===== config.mk =====
export PLATFORM = sky130hd
export DESIGN_NAME = lock_code_entry
export DESIGN_NICKNAME = d
export VERILOG_FILES = /design/src/rtl/lock_code_entry.sv
export SDC_FILE = /design/constraint.sdc
export NUM_CORES = 1
export LEC_CHECK = 0
export BUFFER_PORTS_ARGS = -buffer_cell sky130_fd_sc_hd__buf_2
export CORE_AREA = 2 2 99 101
export CTS_BUF_LIST = sky130_fd_sc_hd__clkbuf_16
export DETAILED_ROUTE_END_ITERATION = 6
export DIE_AREA = 0 0 101 103
export PLACE_DENSITY_LB_ADDON = 0.12
export SLEW_MARGIN = 30
export SYNTH_ARGS = -nofsm -noshare
export SYNTH_HDL_FRONTEND = slang
export SYNTH_HIERARCHICAL = 1
export SYNTH_SLANG_ARGS = --single-unit
export TNS_END_PERCENT = 20

===== constraint.sdc =====
create_clock -name clk -period 2.48 [get_ports clk]
set_input_delay 0.248 -clock clk [delete_from_list [all_inputs] [get_ports clk]]
set_output_delay 0.248 -clock clk [all_outputs]
set_load 0.05 [all_outputs]

===== src/rtl/lock_code_entry.sv =====
// lock_code_entry: keypad lock with synchronised key events, attempt limiting and timed lockout.
// Optional inter-digit timeout is compiled in when LOCK_TIMEOUT_EN is defined.

module lock_key_sync (
  input  logic clk,
  input  logic rst_n,
  input  logic d,
  output logic q
);
  logic s1_q, s1_d, s2_q, s2_d;

  always_comb begin
    s1_d = d;
    s2_d = s1_q;
  end

  always_ff @(posedge clk or negedge rst_n) begin
    if (!rst_n) begin
      s1_q <= 1'b0;
      s2_q <= 1'b0;
    end else begin
      s1_q <= s1_d;
      s2_q <= s2_d;
    end
  end

  assign q = s2_q;
endmodule

module lock_code_entry #(
  parameter int                  NUM_KEYS       = 9,
  parameter int                  DIGITS         = 4,
  parameter int                  MAX_TRIES      = 3,
  parameter int                  LOCKOUT_CYCLES = 1000,
  parameter logic [4*DIGITS-1:0] RESET_CODE     = 16'h1234,
  parameter int                  TIMEOUT_CYCLES = 5000
) (
  input  logic                          clk,
  input  logic                          rst_n,
  input  logic [NUM_KEYS-1:0]           keys,
  input  logic                          clear,
  input  logic                          lock,
  input  logic                          set_code,
  output logic [3:0]                    digit,
  output logic                          digit_valid,
  output logic [$clog2(DIGITS+1)-1:0]   entry_count,
  output logic                          unlocked,
  output logic                          prog_mode,
  output logic                          lockout,
  output logic                          err
);
  localparam int CW = $clog2(DIGITS+1);
  localparam int FW = $clog2(MAX_TRIES+1);
  localparam int LW = $clog2(LOCKOUT_CYCLES+1);
  localparam int BW = 4*DIGITS;

  typedef enum logic [2:0] {
    LOCKED  = 3'd0,
    CHECK   = 3'd1,
    OPEN    = 3'd2,
    PROGRAM = 3'd3,
    LOCKOUT = 3'd4
  } state_e;

  state_e        state_q, state_d;
  logic [BW-1:0] buf_q, buf_d, code_q, code_d, shifted;
  logic [CW-1:0] cnt_q, cnt_d;
  logic [FW-1:0] fail_q, fail_d;
  logic [LW-1:0] lo_q, lo_d;
  logic [3:0]    digit_q, digit_d, enc;
  logic          dv_q, dv_d, err_q, err_d;
  logic          anykey_q, anykey_d;
  logic [NUM_KEYS-1:0] key_s;
  logic          press, capture, last, timeout;

  for (genvar i = 0; i < NUM_KEYS; i++) begin : g_sync
    lock_key_sync u_sync (.clk(clk), .rst_n(rst_n), .d(keys[i]), .q(key_s[i]));
  end

  // Highest-index key wins; later iterations overwrite earlier ones.
  always_comb begin
    enc = '0;
    for (int i = 0; i < NUM_KEYS; i++)
      if (key_s[i]) enc = 4'(i + 1);
  end

  assign anykey_d = |key_s;
  assign press    = anykey_d & ~anykey_q;
  assign capture  = press & ((state_q == LOCKED) | (state_q == PROGRAM));
  assign last     = (cnt_q == CW'(DIGITS - 1));

`ifdef LOCK_TIMEOUT_EN
  localparam int TW = $clog2(TIMEOUT_CYCLES+1);
  logic [TW-1:0] to_q, to_d;
  logic          to_run;

  // Idle time since the last capture; any capture or clear restarts it.
  always_comb begin
    to_run  = ((state_q == LOCKED) | (state_q == PROGRAM)) & (cnt_q != '0) & ~capture & ~clear;
    timeout = to_run & (to_q == TW'(TIMEOUT_CYCLES - 1));
    to_d    = (to_run & ~timeout) ? to_q + TW'(1) : '0;
  end

  always_ff @(posedge clk or negedge rst_n) begin
    if (!rst_n) to_q <= '0;
    else        to_q <= to_d;
  end
`else
  logic unused_to;
  assign timeout   = 1'b0;
  assign unused_to = (TIMEOUT_CYCLES == 0);
`endif

  always_comb begin
    state_d = state_q;
    buf_d   = buf_q;
    cnt_d   = cnt_q;
    code_d  = code_q;
    fail_d  = fail_q;
    lo_d    = lo_q;
    digit_d = digit_q;
    dv_d    = 1'b0;
    err_d   = 1'b0;
    shifted = buf_q << 4;
    shifted[3:0] = enc;

    if (capture) begin
      digit_d = enc;
      dv_d    = 1'b1;
    end

    case (state_q)
      LOCKED: begin
        if (clear) begin
          cnt_d = '0;
          buf_d = '0;
        end else if (capture) begin
          buf_d = shifted;
          cnt_d = cnt_q + CW'(1);
          if (last) state_d = CHECK;
        end else if (timeout) begin
          cnt_d = '0;
          buf_d = '0;
          err_d = 1'b1;
        end
      end
      CHECK: begin
        buf_d = '0;
        cnt_d = '0;
        if (buf_q == code_q) begin
          fail_d  = '0;
          state_d = OPEN;
        end else if (int'(fail_q) + 1 >= MAX_TRIES) begin
          err_d   = 1'b1;
          fail_d  = '0;
          lo_d    = LW'(LOCKOUT_CYCLES);
          state_d = LOCKOUT;
        end else begin
          err_d   = 1'b1;
          fail_d  = fail_q + FW'(1);
          state_d = LOCKED;
        end
      end
      OPEN: begin
        if (lock)          state_d = LOCKED;
        else if (set_code) state_d = PROGRAM;
      end
      PROGRAM: begin
        if (clear) begin
          cnt_d   = '0;
          buf_d   = '0;
          state_d = OPEN;
        end else if (capture) begin
          if (last) begin
            code_d  = shifted;
            buf_d   = '0;
            cnt_d   = '0;
            state_d = OPEN;
          end else begin
            buf_d = shifted;
            cnt_d = cnt_q + CW'(1);
          end
        end else if (timeout) begin
          cnt_d   = '0;
          buf_d   = '0;
          err_d   = 1'b1;
          state_d = OPEN;
        end
      end
      LOCKOUT: begin
        // Leave as the counter hits zero so lockout lasts exactly LOCKOUT_CYCLES.
        if (lo_q <= LW'(1)) begin
          lo_d    = '0;
          state_d = LOCKED;
        end else begin
          lo_d = lo_q - LW'(1);
        end
      end
      default: state_d = LOCKED;
    endcase
  end

  always_ff @(posedge clk or negedge rst_n) begin
    if (!rst_n) begin
      state_q  <= LOCKED;
      buf_q    <= '0;
      code_q   <= RESET_CODE;
      cnt_q    <= '0;
      fail_q   <= '0;
      lo_q     <= '0;
      digit_q  <= '0;
      dv_q     <= 1'b0;
      err_q    <= 1'b0;
      anykey_q <= 1'b0;
    end else begin
      state_q  <= state_d;
      buf_q    <= buf_d;
      code_q   <= code_d;
      cnt_q    <= cnt_d;
      fail_q   <= fail_d;
      lo_q     <= lo_d;
      digit_q  <= digit_d;
      dv_q     <= dv_d;
      err_q    <= err_d;
      anykey_q <= anykey_d;
    end
  end

  assign digit       = digit_q;
  assign digit_valid = dv_q;
  assign entry_count = cnt_q;
  assign unlocked    = (state_q == OPEN) | (state_q == PROGRAM);
  assign prog_mode   = (state_q == PROGRAM);
  assign lockout     = (state_q == LOCKOUT);
  assign err         = err_q;
endmodule


==> impl_metrics.ini, run 1 <==
[power_and_ir_drop]
p_int_w = 0.00197
p_switching_w = 0.000621
clockPowerShare_pct = 47.8
peakVddDrop_mv = 0.412
pwr-share-comb_pct = 3.7
power_density_nw_per_um2 = 677
sequentialPowerShare_pct = 48.5
p_leak_nw = 1.83
swShare_pct = 24.0
power_w = 0.00259

[drt]
wl_per_cell_um = 15.0
met3_length_um = 170
dr.first_iter.drc_count = 75
firstDrtPassIters = 4
met1_length_um = 3060
wl_um = 6260
top_layer_used = met4
wl_met2_um = 2950
drtAntennaViolNets = 0
viasPerCell = 4.94
num_vias = 2061
drcViolationCount = 0

[setup_path]
crit_type = reg -> out
crit_fanout = 10
cp.arrival_ps = 1810
worstSetupStartpointType = flop
rr_startpoint = entry_count[0]$_DFFE_PN0P_
crit_path_start = state_q[2]$_DFFE_PN0P_
critPathRequiredTime_ps = 2230
cp-end-kind = output pin

[final_layout]
fin_nets = 317
post-route-util_pct = 40.4
drive_gt1_share_pct = 28.4
antenna_cells = 0
fillers = 924
syn_to_final_growth_pct = 19.6

[yosys]
syn_avg_cell_area_um2 = 12.5
synthFlopType = dfrtp_1
yosysUniqueCellTypes = 47
synth_area_um2 = 3200
synthCells = 256
synthArstFlopShare_pct = 100
synth_seq_area_share_pct = 58.9
synth_enable_flop_cells = 0
synthTopCellsByArea = dfrtp_1 (55%), mux2_2 (6.7%), a22o_1 (4.9%)
synth_nets = 275
ys_warn_count = 6
post-synth-top-area-cell = dfrtp_1
yosysTopAreaCellShare_pct = 54.8
synth_seq_cells = 75

[placement]
gp_congestion = 0.752
io_buffer_count = 25
dpl.hpwl_um = 4170

[grt]
grt_pass1_wl_um = 10600
gr-usage-all-layers_pct = 13.5
grt_max_degree = 43
antenna_found_initial = 0
grt_pass1_vias = 2049
grt-ovfl-total = 0

[sta]
finalCritPeriodShare_pct = 83.0
worst_pin_slew_ps = 734
relSlewSlack_pct = 51.1
rsz0062_at_grt = false
fmax_ghz = 0.486
holdWs_ps = 15.6
setup_viol = 0
skew_ps = 6.20
drv_slew = 0
finalCriticalPeriod_ps = 2060
finalHoldViolations = 0
tns_ps = 0

[clock_network]
clk_latency_ps = 340
cts.repair.resized = 0
cts_tree = done
numCtsBuffers = 9
cts.htree.levels = 3
cts.sinks = 75
cts.clk_slew.worst_paths_ps = 60
cts-root-buf = clkbuf_16
clk_path_buf_depth = 2

[floorplanning]
core_area_um2 = 9460
die_y_um = 103
start_util_pct = 33.8
die_area_um2 = 10400
ios = 26
num_rows = 36
die_width_um = 101

[outcome]
status = finished, final reports clean

[run]
drv_cap = 0

[hold_path]
hp-class = in -> reg
min_from = keys[5]
==> layer usage <==
| metal | vias up | GRT usage (%) |
|---|---|---|
| met2 | 25 | 21.0 |
| li1 | 1005 | - |
| met5 | - | 0 |
| met1 | 1023 | 17.7 |
| met4 | 0 | 4.99 |
| met3 | 8 | 4.54 |
==> critical path, stage by stage, from the launching register on <==
cell and delay (ps):
dfrtp_1 530, or3b_1 550, clkinv_4 130, buf_2 260
==> flip-flops by register name, indices dropped and copies added (netlist names) <==
name	flops
lo_q	10
fail_q	2
g_sync.u_sync/q	9
buf_q	16
entry_count	3
digit	4
g_sync.u_sync/s1_q	9
anykey_q	1
digit_valid	1
err	1
state_q	3
code_q	16
==> cell type report <==
class | count | area [µm²] | share of cell area, %
tap | 114 | 143 | 3.73
multi-input combinational | 163 | 1220 | 31.9
inverter | 10 | 42.5 | 1.11
timing repair buffer | 39 | 253 | 6.61
clock buffer | 9 | 225 | 5.89
sequential | 75 | 1880 | 49.2
clock inverter | 7 | 58.8 | 1.54
==> repair_timing <==
item,CTS,global route
endpoints found under the hold margin,37,7
endpoints found under the setup margin,0,0
hold buffers,1,7
setup buffers,0,0
==> kinds of logic (layout without fill, tap and decap cells) <==
kind of cell | count (synthesis) | in the layout | share of synthesized area, %
simple gates | 73 | 73 | 13.1
fa+ha+maj | 5 | 5 | 1.96
flops | 75 | 75 | 58.9
xor+xnor | 16 | 16 | 4.38
buf+inv | 18 | 65 | 2.94
mux | 21 | 21 | 7.32
compound gates | 48 | 48 | 11.4
==> layout by cell type, fill, tap and decap left out, types with 2 or more instances in the layout <==
| cell type | synthesis | routed |
|---|---|---|
| dfrtp_1 | 70 | 70 |
| or3_4 | 2 | 2 |
| inv_6 | 0 | 3 |
| nand2b_1 | 2 | 2 |
| nor3_1 | 7 | 7 |
| or4_1 | 2 | 2 |
| buf_4 | 2 | 7 |
| inv_1 | 9 | 9 |
| nor4_1 | 2 | 2 |
| mux2_2 | 19 | 19 |
| xnor2_1 | 16 | 16 |
| clkinv_4 | 1 | 3 |
| dlygate4sd3_1 | 0 | 8 |
| a31o_2 | 4 | 4 |
| clkbuf_16 | 0 | 9 |
| dfstp_2 | 5 | 5 |
| and2_1 | 2 | 2 |
| nor2b_1 | 2 | 2 |
| o21ai_0 | 8 | 8 |
| nand2_1 | 17 | 17 |
| ha_1 | 5 | 5 |
| nand3_1 | 3 | 3 |
| nor2_1 | 15 | 15 |
| mux2i_1 | 2 | 2 |
| clkinvlp_4 | 0 | 2 |
| and2b_1 | 2 | 2 |
| nand4_1 | 5 | 5 |
| a21oi_1 | 8 | 8 |
| buf_2 | 5 | 24 |
| nor3b_1 | 3 | 3 |
| a22o_1 | 18 | 18 |
==> power groups by stage <==
stage	Sequential [W]	Combinational, W	Clock, W
floorplan	0.00129	0.0000212	0
global placement	0.00128	0.0000892	0
detailed placement	0.00128	0.0000887	0
CTS	0.00126	0.0000907	0.00128
global route	0.00126	0.000107	0.00134
finish	0.00126	0.0000950	0.00124
==> path summary, 6_finish.rpt <==
path	to	cells past startpoint	slack (ps)
max	lockout	3	420
max reg2reg	buf_q[3]$_DFFE_PN0P_	6	430
min reg2reg	g_sync[7].u_sync/q$_DFF_PN0_	0	350
min	g_sync[5].u_sync/s1_q$_DFF_PN0_	1	20
max in group asynchronous	code_q[4]$_DFFE_PN1P_	3	1340
min in group asynchronous	lo_q[7]$_DFFE_PN0P_	2	420
==> stage by stage <==
step	cells	instance area (µm²)	setup WS [ps]
finish	417	3820	421
global route	417	3820	277
CTS	410	3750	377
detailed placement	393	3460	379
global placement	393	3460	405
floorplan	256	3200	369
==> cells in the mapped netlist (3+ instances only) <==
master,instances
nand4_1,5
nor2_1,15
nand2_1,17
o21ai_0,8
nor3b_1,3
ha_1,5
dfrtp_1,70
xnor2_1,16
buf_2,5
a22o_1,18
nand3_1,3
a31o_2,4
inv_1,9
a21oi_1,8
dfstp_2,5
nor3_1,7
mux2_2,19
Note: power is estimated with default switching activity, not from simulation.
==> run 2, diff against run 1 <==
==> constraint.sdc (replaced) <==
create_clock -name clk -period 2 [get_ports clk]
set_input_delay 0.2 -clock clk [delete_from_list [all_inputs] [get_ports clk]]
set_output_delay 0.2 -clock clk [all_outputs]
set_load 0.05 [all_outputs]
==> run 2 against run 1 <==
Combinational power is 35% higher. Highest routed layer unchanged. Wire length decreased by 1.2%. Largest cell class unchanged. Die area stayed put. Clock power grew 31%. Via count is 1.1% higher. Total power is 28% higher. Sequential cell count is the same. Cell area grew 4.6%. Critical path depth increased by 2. Utilization increased by 1.9 points.
==> impl_metrics.ini, run 2 (synthesis gave the netlist of run 1 again) <==
[outcome]
status = finished, final reports clean

[placement]
io_buffer_count = 25
gp_congestion = 0.757
dp_cells = 404
pre_cts_ws_ps = 116
dpl.hpwl_um = 4280

[drt]
drtAntennaViolNets = 0
drcViolationCount = 0
wl_um = 6190
dr.first_iter.drc_count = 67
num_vias = 2084
viasPerCell = 4.85
firstDrtPassIters = 4
wl_per_cell_um = 14.4

[grt]
grt_pass1_vias = 2028
antenna_found_initial = 0
gr-usage-all-layers_pct = 13.0
grt_max_degree = 37
grt_pass1_wl_um = 10200
grt-ovfl-total = 0

[run]
drv_cap = 0

[clock_network]
cts.sinks = 75
numCtsBuffers = 9
cts.htree.levels = 3
cts-root-buf = clkbuf_16
cts_tree = done
cts.clk_slew.worst_paths_ps = 60
clk_latency_ps = 340
clk_path_buf_depth = 2
cts_setup_buffers = 0

[sta]
finalHoldViolations = 0
tns_ps = 0
relSlewSlack_pct = 67.9
drv_slew = 0
worst_pin_slew_ps = 481
fmax_ghz = 0.529
finalCriticalPeriod_ps = 1890
skew_ps = 4.91
finalCritPeriodShare_pct = 94.4
setup_viol = 0
fin_ws_ps = 111

[setup_path]
critPathRequiredTime_ps = 2220
cp-end-kind = flop
crit_fanout = 5
rr_startpoint = lo_q[4]$_DFFE_PN0P_
worstSetupStartpointType = flop
crit_type = reg -> reg
cp.arrival_ps = 2110
crit_path_start = lo_q[4]$_DFFE_PN0P_

[final_layout]
stdcell_count = 430
final-seq-area_um2 = 1880
multi_input_area_um2 = 1230
drive_gt1_share_pct = 31.0
layout_common_cells = dfrtp_1 (70), buf_2 (24), mux2_2 (19)
top_regs = buf_q x16, code_q x16, lo_q x10
syn_to_final_growth_pct = 25.2
fillers = 896
layout_commonest_cell = dfrtp_1
fin_nets = 330
antenna_cells = 0

[power_and_ir_drop]
peakVddDrop_mv = 0.540
power_density_nw_per_um2 = 830
power_w = 0.00332
p_leak_nw = 1.92

[floorplanning]
core_area_um2 = 9460
start_util_pct = 33.8
num_rows = 36
die_y_um = 103
ios = 26
die_area_um2 = 10400
die_width_um = 101

[hold_path]
min_from = set_code
hp-class = in -> reg
run 2: final timing paths:
path                            cells after the start  slack [ps]                      endpoint
worst max-delay path                                5         110           lo_q[0]$_DFFE_PN0P_
worst min-delay path                                2          90        state_q[0]$_DFFE_PN0P_
worst max register to register                      5         110           lo_q[0]$_DFFE_PN0P_
worst min register to register                      0         350  g_sync[3].u_sync/q$_DFF_PN0_
max in group asynchronous                           3        1060         code_q[2]$_DFFE_PN1P_
min in group asynchronous                           2         360           lo_q[6]$_DFFE_PN0P_
run 2: routing by layer:
metal,global-route usage [%],share of wire [%],vias to the layer above
met5,0,0,-
met4,6.55,2.0,0
met3,2.64,2.9,10
met2,19.8,45,24
met1,17.9,50,1015
li1,-,-,1035
run 2: critical path, stage by stage, from the launching register on:
cell and delay [ps]:
dfrtp_1 420, or3_4 390, or4b_4 550, nand2_1 150, nor2_1 50, a31o_2 210
run 2: repair_timing:
item,4_1_cts,5_1_grt
endpoints found under the hold margin,41,0
hold buffers,10,0
resized for setup,0,1
endpoints found under the setup margin,0,2
run 2: power breakdown:
group | leakage [nW] | switching [W] | internal (W)
clock network | 0.144 | 0.000660 | 0.000974
registers | 0.979 | 0.0000146 | 0.00154
logic | 0.799 | 0.0000782 | 0.0000499
run 2: cell type report:
cell class,count,share of cell area [%]
clock inverters,7,1.91
repair buffers,52,10.1
well taps,114,3.56
inverters,10,1.06
clock buffers,9,5.63
multi-input cells,163,30.6
flip-flops and latches,75,47.1
run 2: metrics by stage:
step           utilization (%)  cell area (µm²)  hold slack (ps)
6_report                  42.3             4000             94.2
5_1_grt                   42.3             4000              101
4_1_cts                   42.2             4000             91.8
3_5_place_dp              38.0             3590              200
3_3_place_gp              38.0             3590              203
2_1_floorplan                -             3200            -95.6
